**config.mk**
```make
export PLATFORM = sky130hd
export DESIGN_NAME = quad_decoder
export DESIGN_NICKNAME = d
export VERILOG_FILES = /design/src/rtl/quad_decoder.sv
export SDC_FILE = /design/constraint.sdc
export NUM_CORES = 1
export LEC_CHECK = 0
export BUFFER_PORTS_ARGS = -buffer_cell sky130_fd_sc_hd__buf_2
export CORE_MARGIN = 5
export CORE_UTILIZATION = 45
export DETAILED_ROUTE_END_ITERATION = 8
export PLACE_DENSITY = 0.73
export SLEW_MARGIN = 25
export SYNTH_ARGS = -nofsm -noshare
export SYNTH_HDL_FRONTEND = slang
export SYNTH_SLANG_ARGS = --single-unit
```
**constraint.sdc**
```tcl
create_clock -name clk -period 5.8 [get_ports clk]
set_input_delay 0.29 -clock clk [delete_from_list [all_inputs] [get_ports clk]]
set_output_delay 0.29 -clock clk [all_outputs]
set_load 0.01 [all_outputs]
```
**src/rtl/quad_decoder.sv**
```systemverilog
// ============================================================================
// Module      : quad_decoder
// Description : x4 quadrature decoder with 8-bit position counter, loadable
//               count, wrap pulse, sticky illegal-transition flag and
//               post-reset decode blanking.
// Revision    : 1.0 - initial release
// ============================================================================
`default_nettype none

module quad_decoder #(
  parameter int BLANK_CYCLES = 2
) (
  input  logic       clk,
  input  logic       reset,
  input  logic       quad_a,
  input  logic       quad_b,
  input  logic       load,
  input  logic [7:0] data,
  input  logic       clear_err,
  output logic [7:0] out,
  output logic       dir,
  output logic       step,
  output logic       wrap,
  output logic       err
);

  localparam int              c_BW         = (BLANK_CYCLES > 0) ? $clog2(BLANK_CYCLES + 1) : 1;
  localparam logic [c_BW-1:0] c_BLANK_INIT = c_BW'(BLANK_CYCLES);

  logic [1:0]      r_sync_a;
  logic [1:0]      r_sync_b;
  logic [1:0]      r_prev;
  logic [c_BW-1:0] r_blank;
  logic [7:0]      r_out;
  logic            r_dir;
  logic            r_step;
  logic            r_wrap;
  logic            r_err;

  logic [1:0]      w_cur;
  logic            w_up;
  logic            w_dn;
  logic            w_illegal;
  logic            w_active;

  // Synchronizers and prev are never reset so they track the pins through
  // reset and blanking; release therefore sees prev == current state.
  always_ff @(posedge clk) begin
    r_sync_a <= {r_sync_a[0], quad_a};
    r_sync_b <= {r_sync_b[0], quad_b};
    r_prev   <= w_cur;
  end

  assign w_cur     = {r_sync_a[1], r_sync_b[1]};
  assign w_illegal = ((r_prev ^ w_cur) == 2'b11);
  assign w_active  = (r_blank == '0);

  always_comb begin
    w_up = 1'b0;
    w_dn = 1'b0;
    case ({r_prev, w_cur})
      4'b0001, 4'b0111, 4'b1110, 4'b1000: w_up = 1'b1;
      4'b0010, 4'b1011, 4'b1101, 4'b0100: w_dn = 1'b1;
      default: begin
        w_up = 1'b0;
        w_dn = 1'b0;
      end
    endcase
  end

  always_ff @(posedge clk) begin
    if (reset) begin
      r_out   <= 8'h00;
      r_dir   <= 1'b0;
      r_step  <= 1'b0;
      r_wrap  <= 1'b0;
      r_err   <= 1'b0;
      r_blank <= c_BLANK_INIT;
    end else begin
      if (!w_active) begin
        r_blank <= r_blank - 1'b1;
      end
      r_step <= 1'b0;
      r_wrap <= 1'b0;
      // Set dominates clear when both happen in the same cycle.
      r_err  <= (r_err & ~clear_err) | (w_active & w_illegal);
      if (load) begin
        r_out <= data;
      end else if (w_active && w_up) begin
        r_out  <= r_out + 8'd1;
        r_dir  <= 1'b1;
        r_step <= 1'b1;
        r_wrap <= (r_out == 8'hFF);
      end else if (w_active && w_dn) begin
        r_out  <= r_out - 8'd1;
        r_dir  <= 1'b0;
        r_step <= 1'b1;
        r_wrap <= (r_out == 8'h00);
      end
    end
  end

  assign out  = r_out;
  assign dir  = r_dir;
  assign step = r_step;
  assign wrap = r_wrap;
  assign err  = r_err;

endmodule

`default_nettype wire

```
Word-level counts from Yosys, hierarchy flattened --
Index checks and enable logic that the tools add are counted. W data, S select, Z words.
Word-level totals: bits in registers 20, logic and storage cells 49, output and inout bits 12, input bits 14
Operators by class: bitwise gates (word level) 6, reductions and logical operators 10, add/sub/neg operators 3, mux-type cells 11, equal/unequal tests 10
Operators by type and width (count):
- $mux W8 | 3
- $eq A4 B4 Y1 const B | 4
- $add A8 B1 Y8 const B | 1
- $eq A4 B3 Y1 const B | 2
- $eq A8 B8 Y1 const B | 1
- $logic_not A8 Y1 | 1
- $mux W1 | 8
- $reduce_or A4 Y1 | 2
- $sub A8 B1 Y8 const B | 1
- $eq A4 B1 Y1 const B | 1
- $eq A4 B2 Y1 const B | 1
- $reduce_bool A3 Y1 | 1
- $and A1 B1 Y1 | 2
- $eq A2 B2 Y1 const B | 1
- $logic_and A1 B1 Y1 | 2
- $logic_not A2 Y1 | 1
- $not A1 Y1 | 2
- $reduce_and A2 Y1 | 1
- $reduce_bool A2 Y1 | 1
- $reduce_or A2 Y1 | 1
- $sub A2 B1 Y2 const B | 1
- $xor A2 B2 Y2 | 1
- $or A1 B1 Y1 | 1

Longest topological paths before layout --
depth in word-level cells 7, mapped depth 10, depth with buffers taken out 9

Worst setup path after synthesis --
Ideal clock, no wire load.
path type reg2reg, start point register r_blank[0], end point register r_out[6], in the netlist out[6], cell stages (with the launch flop) 11, clock period less this slack 2.640 ns, arrival time 2.554 ns, library setup time 0.086 ns, path buffers 1, path slack 3.160 ns, data required time 5.714 ns, cells stage by stage dfxtp_1 -> inv_1 -> ha_1 -> clkbuf_1 -> nand3_1 -> ha_1 -> a21o_1 -> a21oi_2 -> or4b_1 -> a41o_1 -> a221oi_2
Between the ends: longest elaborated chain between the ends 4, elaborated cells between the ends (all ways) 6, those cells by class mux (2); reduce/logical (4)
RTL lines:
- start, declared | RTL line 33 | logic [c_BW-1:0] r_blank;
- start signal, assigned | RTL line 78 | r_blank <= c_BLANK_INIT;
- start signal, assigned | RTL line 81 | r_blank <= r_blank - 1'b1;
- $logic_not A2 Y1 (*) | RTL line 56 | assign w_active = (r_blank == '0);
- $logic_and A1 B1 Y1 | RTL line 89 | end else if (w_active && w_up) begin
- $mux W8 | RTL line 89
- $mux W8 | RTL line 87 | if (load) begin
- end signal, assigned | RTL line 88 | r_out <= data;
- end signal, assigned | RTL line 90 | r_out <= r_out + 8'd1;
- end signal, assigned | RTL line 95 | r_out <= r_out - 8'd1;
- end, declared | RTL line 34 | logic [7:0] r_out;
Every way passes the cells marked *; elsewhere a longest branch is shown, timed or not. A chain may end at the register's enable or synchronous reset.

Final worst setup path --
start point register r_sync_a[1], end point register r_out[6], in the netlist out[6]
Between the ends: longest elaborated chain between the ends 6, elaborated cells between the ends (all ways) 17, those cells by class eq/ne (8); mux (4); reduce/logical (5)
RTL lines:
- start, declared | RTL line 30 | logic [1:0] r_sync_a;
- start signal, assigned | RTL line 49 | r_sync_a <= {r_sync_a[0], quad_a};
- $eq A4 B1 Y1, or another cell as far along | RTL line 61 | case ({r_prev, w_cur})
- $reduce_or A4 Y1 | RTL line 61
- $mux W1 | RTL line 61
- $logic_and A1 B1 Y1 | RTL line 89
- $mux W8 | RTL line 89
- $mux W8 | RTL line 87
Parallel ways exist; a longest one is shown, timed or not.

==> summary.json <==
{
  "status": {"value": "finished, final reports clean"},
  "drv.max_cap_violation_count": {"value": 0},
  "proportion_of_netlist_area_held_by_the_largest_area_contributor": {"value": 36.7, "unit": "%"},
  "max-vdd-ir-drop": {"value": 0.195, "unit": "mV"},
  "power-per-cell-area": {"value": 347, "unit": "nW/µm²"},
  "placementRows": {"value": 17},
  "syn-instance-count": {"value": 124},
  "dr_wl_met2": {"value": 1170, "unit": "µm"},
  "via_count": {"value": 1007},
  "drt_iter0_drc": {"value": 18},
  "grt_pass1_wl": {"value": 4210, "unit": "µm"},
  "ctsHtreeMaxLevel": {"value": 1},
  "switching_share": {"value": 34.2, "unit": "%"},
  "cts_tree": {"value": "yes"},
  "synth-seq-cells": {"value": 20},
  "floorplan.die.height": {"value": 59.3, "unit": "µm"},
  "final_layout_size_suffix_gt1_share": {"value": 22.1, "unit": "%"},
  "layout-area-overhead-vs-synth": {"value": 17.9, "unit": "%"},
  "synthArstFlopShare": {"value": 0, "unit": "%"},
  "number_of_flops_mapped_to_enable_cells_by_yosys": {"value": 0},
  "grt_max_degree": {"value": 14},
  "power.total": {"value": 0.000447, "unit": "W"},
  "layout_min_cycle_time": {"value": 2.88, "unit": "ns"},
  "hold_violations": {"value": 0},
  "dp_hpwl": {"value": 1910, "unit": "µm"},
  "detail_route.wirelength.met1": {"value": 1140, "unit": "µm"},
  "number_of_distinct_library_cells_after_synthesis": {"value": 37},
  "via_count_of_the_first_global_routing_pass": {"value": 969},
  "cts_hold_buffers": {"value": 0},
  "total_leakage_power": {"value": 0.593, "unit": "nW"},
  "cts-root-to-sink-buffers": {"value": 2},
  "dp_cells": {"value": 173},
  "internal_power": {"value": 0.000294, "unit": "W"},
  "drt-pass1-iter-count": {"value": 6},
  "worstSetupPathType": {"value": "flip-flop to flip-flop"},
  "number_of_failing_setup_endpoints_in_the_final_timing_report": {"value": 0},
  "timing.fmax": {"value": 348, "unit": "MHz"},
  "seq_power_share": {"value": 38.1, "unit": "%"},
  "rsz_0062_raised_after_global_routing": {"value": "no"},
  "top_level_ports": {"value": 26},
  "fin_setup_tns": {"value": 0, "unit": "ns"},
  "yosysTopAreaCell": {"value": "dfxtp_1"},
  "final-max-slew-violation-count": {"value": 0},
  "worst_slew_pin_slew": {"value": 0.420, "unit": "ns"},
  "timing.slew.headroom": {"value": 71.9, "unit": "%"},
  "core-area": {"value": 2250, "unit": "µm²"},
  "grt_overflow_total": {"value": 0},
  "syn-mean-instance-area": {"value": 8.81, "unit": "µm²"},
  "cts_inserted_buffers": {"value": 3},
  "timing.clock.skew": {"value": 0.00139, "unit": "ns"},
  "critical_path_peak_fanout": {"value": 10},
  "clk_pin_slew": {"value": 0.12, "unit": "ns"},
  "drt_wl_total": {"value": 2500, "unit": "µm"},
  "final_cell_mix": {"value": "buf_2 (25), dfxtp_1 (20), nand2_1 (11), a21oi_1 (11), inv_1 (9)"},
  "antennaDiodeCount": {"value": 0},
  "fin_util": {"value": 57.1, "unit": "%"},
  "comb_power_share": {"value": 36.2, "unit": "%"},
  "detail_route.drc_violations": {"value": 0},
  "detailroute.wirelength.met3": {"value": 157, "unit": "µm"},
  "antenna_found_initial": {"value": 0},
  "fp.dieArea": {"value": 3510, "unit": "µm²"},
  "gp_congestion": {"value": 0.811},
  "netlist_top_cells_area": {"value": "dfxtp_1 (37%), ha_1 (9.2%), a21oi_1 (5.0%), xnor2_1 (4.8%), xor2_1 (4.0%)"},
  "yosysWarnings": {"value": 0},
  "critPathRequiredTime": {"value": 6.03, "unit": "ns"},
  "insertion_delay": {"value": 0.31, "unit": "ns"},
  "dieWidth": {"value": 59.3, "unit": "µm"},
  "syn_nets": {"value": 147},
  "post-route-period-util": {"value": 49.6, "unit": "%"},
  "wl_per_cell": {"value": 14.1, "unit": "µm"},
  "cp-start-kind": {"value": "flip-flop"},
  "start_util": {"value": 48.4, "unit": "%"},
  "layout_commonest_cell": {"value": "buf_2"},
  "drt-vias-per-instance": {"value": 5.69},
  "count_of_antenna_violating_nets_left_after_detailed_routing": {"value": 0},
  "clk_root_buffer_cell": {"value": "clkbuf_4"},
  "hold_path.class": {"value": "input port to flip-flop"},
  "net-switching-power": {"value": 0.000153, "unit": "W"},
  "io_buffer_count": {"value": 25},
  "cts-resized-gates": {"value": 0},
  "setup.worst_path.end_class": {"value": "flip-flop"},
  "final-instance-count-excl-fill": {"value": 177},
  "cts_setup_buffers": {"value": 0},
  "design.final.nets": {"value": 173},
  "cp_arrival": {"value": 3.11, "unit": "ns"},
  "share_clk_of_total_power": {"value": 25.7, "unit": "%"},
  "grt_usage": {"value": 15.8, "unit": "%"},
  "postSynth.topFlopCell": {"value": "dfxtp_1"},
  "routed.top_layer": {"value": "met4"},
  "final.fill_count": {"value": 222},
  "yosysSeqAreaShare": {"value": 36.7, "unit": "%"},
  "cts_num_sinks": {"value": 20},
  "post_synth_instance_area": {"value": 1090, "unit": "µm²"}
}
-- through the flow --
| step | hold slack, ns | worst slack (ns) | cell area, µm² |
|---|---|---|---|
| after CTS | 0.0674 | 2.92 | 1290 |
| after global placement | 0.312 | 3.06 | 1230 |
| after global routing | 0.0610 | 2.74 | 1290 |
| after floorplan | 0.310 | 3.16 | 1090 |
| after detailed placement | 0.315 | 2.95 | 1230 |
| final | 0.0735 | 2.92 | 1290 |
-- final cells by class --
type	count	area (µm²)	share of cell area, %
clock buffer	3	22.5	1.75
clock inverter	1	30.0	2.33
inverter	10	37.5	2.92
multi-input combinational	90	637	49.5
sequential	20	400	31.1
tap	28	35.0	2.72
timing repair buffer	25	125	9.72
-- layer usage --
metal  GRT usage, %  vias up
li1               -      498
met1           18.4      477
met2           27.1       28
met3           4.58        4
met4           5.83        0
met5              0        -
-- critical path: stages (launching register included) --
cell,delay [ns]
dfxtp_1,0.36
xnor2_1,0.37
nand3_1,0.41
ha_1,0.50
a21o_1,0.15
a21oi_2,0.07
or4b_1,0.51
a41o_1,0.23
a221oi_2,0.20
-- cells in the mapped netlist (2+ instances only) --
cell and n:
a21o_1 3, a21oi_1 11, a311oi_1 2, a31oi_1 2, buf_2 2, dfxtp_1 20
ha_1 8, inv_1 9, nand2_1 11, nand3_1 3, nand4_1 3, nor2_1 6
nor3_1 7, nor4_1 2, o21ai_0 4, xnor2_1 6, xor2_1 5
-- logic make-up after synthesis --
kind of cell	synth area share [%]
adders and majority gates	11.0
buffers and inverters	5.04
AOI/OAI and AO/OA	19.5
and+or+nand+nor	16.6
muxes	0.916
xor gates and xnor gates	10.3
DFF	36.7
-- power by group through the flow --
| stage | registers (W) | clock network (W) | logic (W) |
|---|---|---|---|
| after floorplan | 0.000173 | 0 | 0.000122 |
| after global placement | 0.000172 | 0 | 0.000156 |
| final | 0.000170 | 0.000115 | 0.000162 |
| after CTS | 0.000171 | 0.000117 | 0.000161 |
| after global routing | 0.000174 | 0.000123 | 0.000183 |
| after detailed placement | 0.000174 | 0 | 0.000159 |
-- final timing paths --
path / startpoint / endpoint / slack [ns] / depth (start not counted)
max: r_sync_a[1] / out[6] / 2.92 / 8
min: quad_b / r_sync_b[0] / 0.07 / 1
max reg2reg: r_sync_a[1] / out[6] / 2.92 / 8
min reg2reg: r_sync_b[0] / r_sync_b[1] / 0.34 / 0
-- registers in the layout (all words and copies together), names as in the netlist --
name	count
step	1
dir	1
wrap	1
err	1
out	8
r_prev	2
r_blank	2
r_sync_a	2
r_sync_b	2
Power figures use the tool's default switching activity.
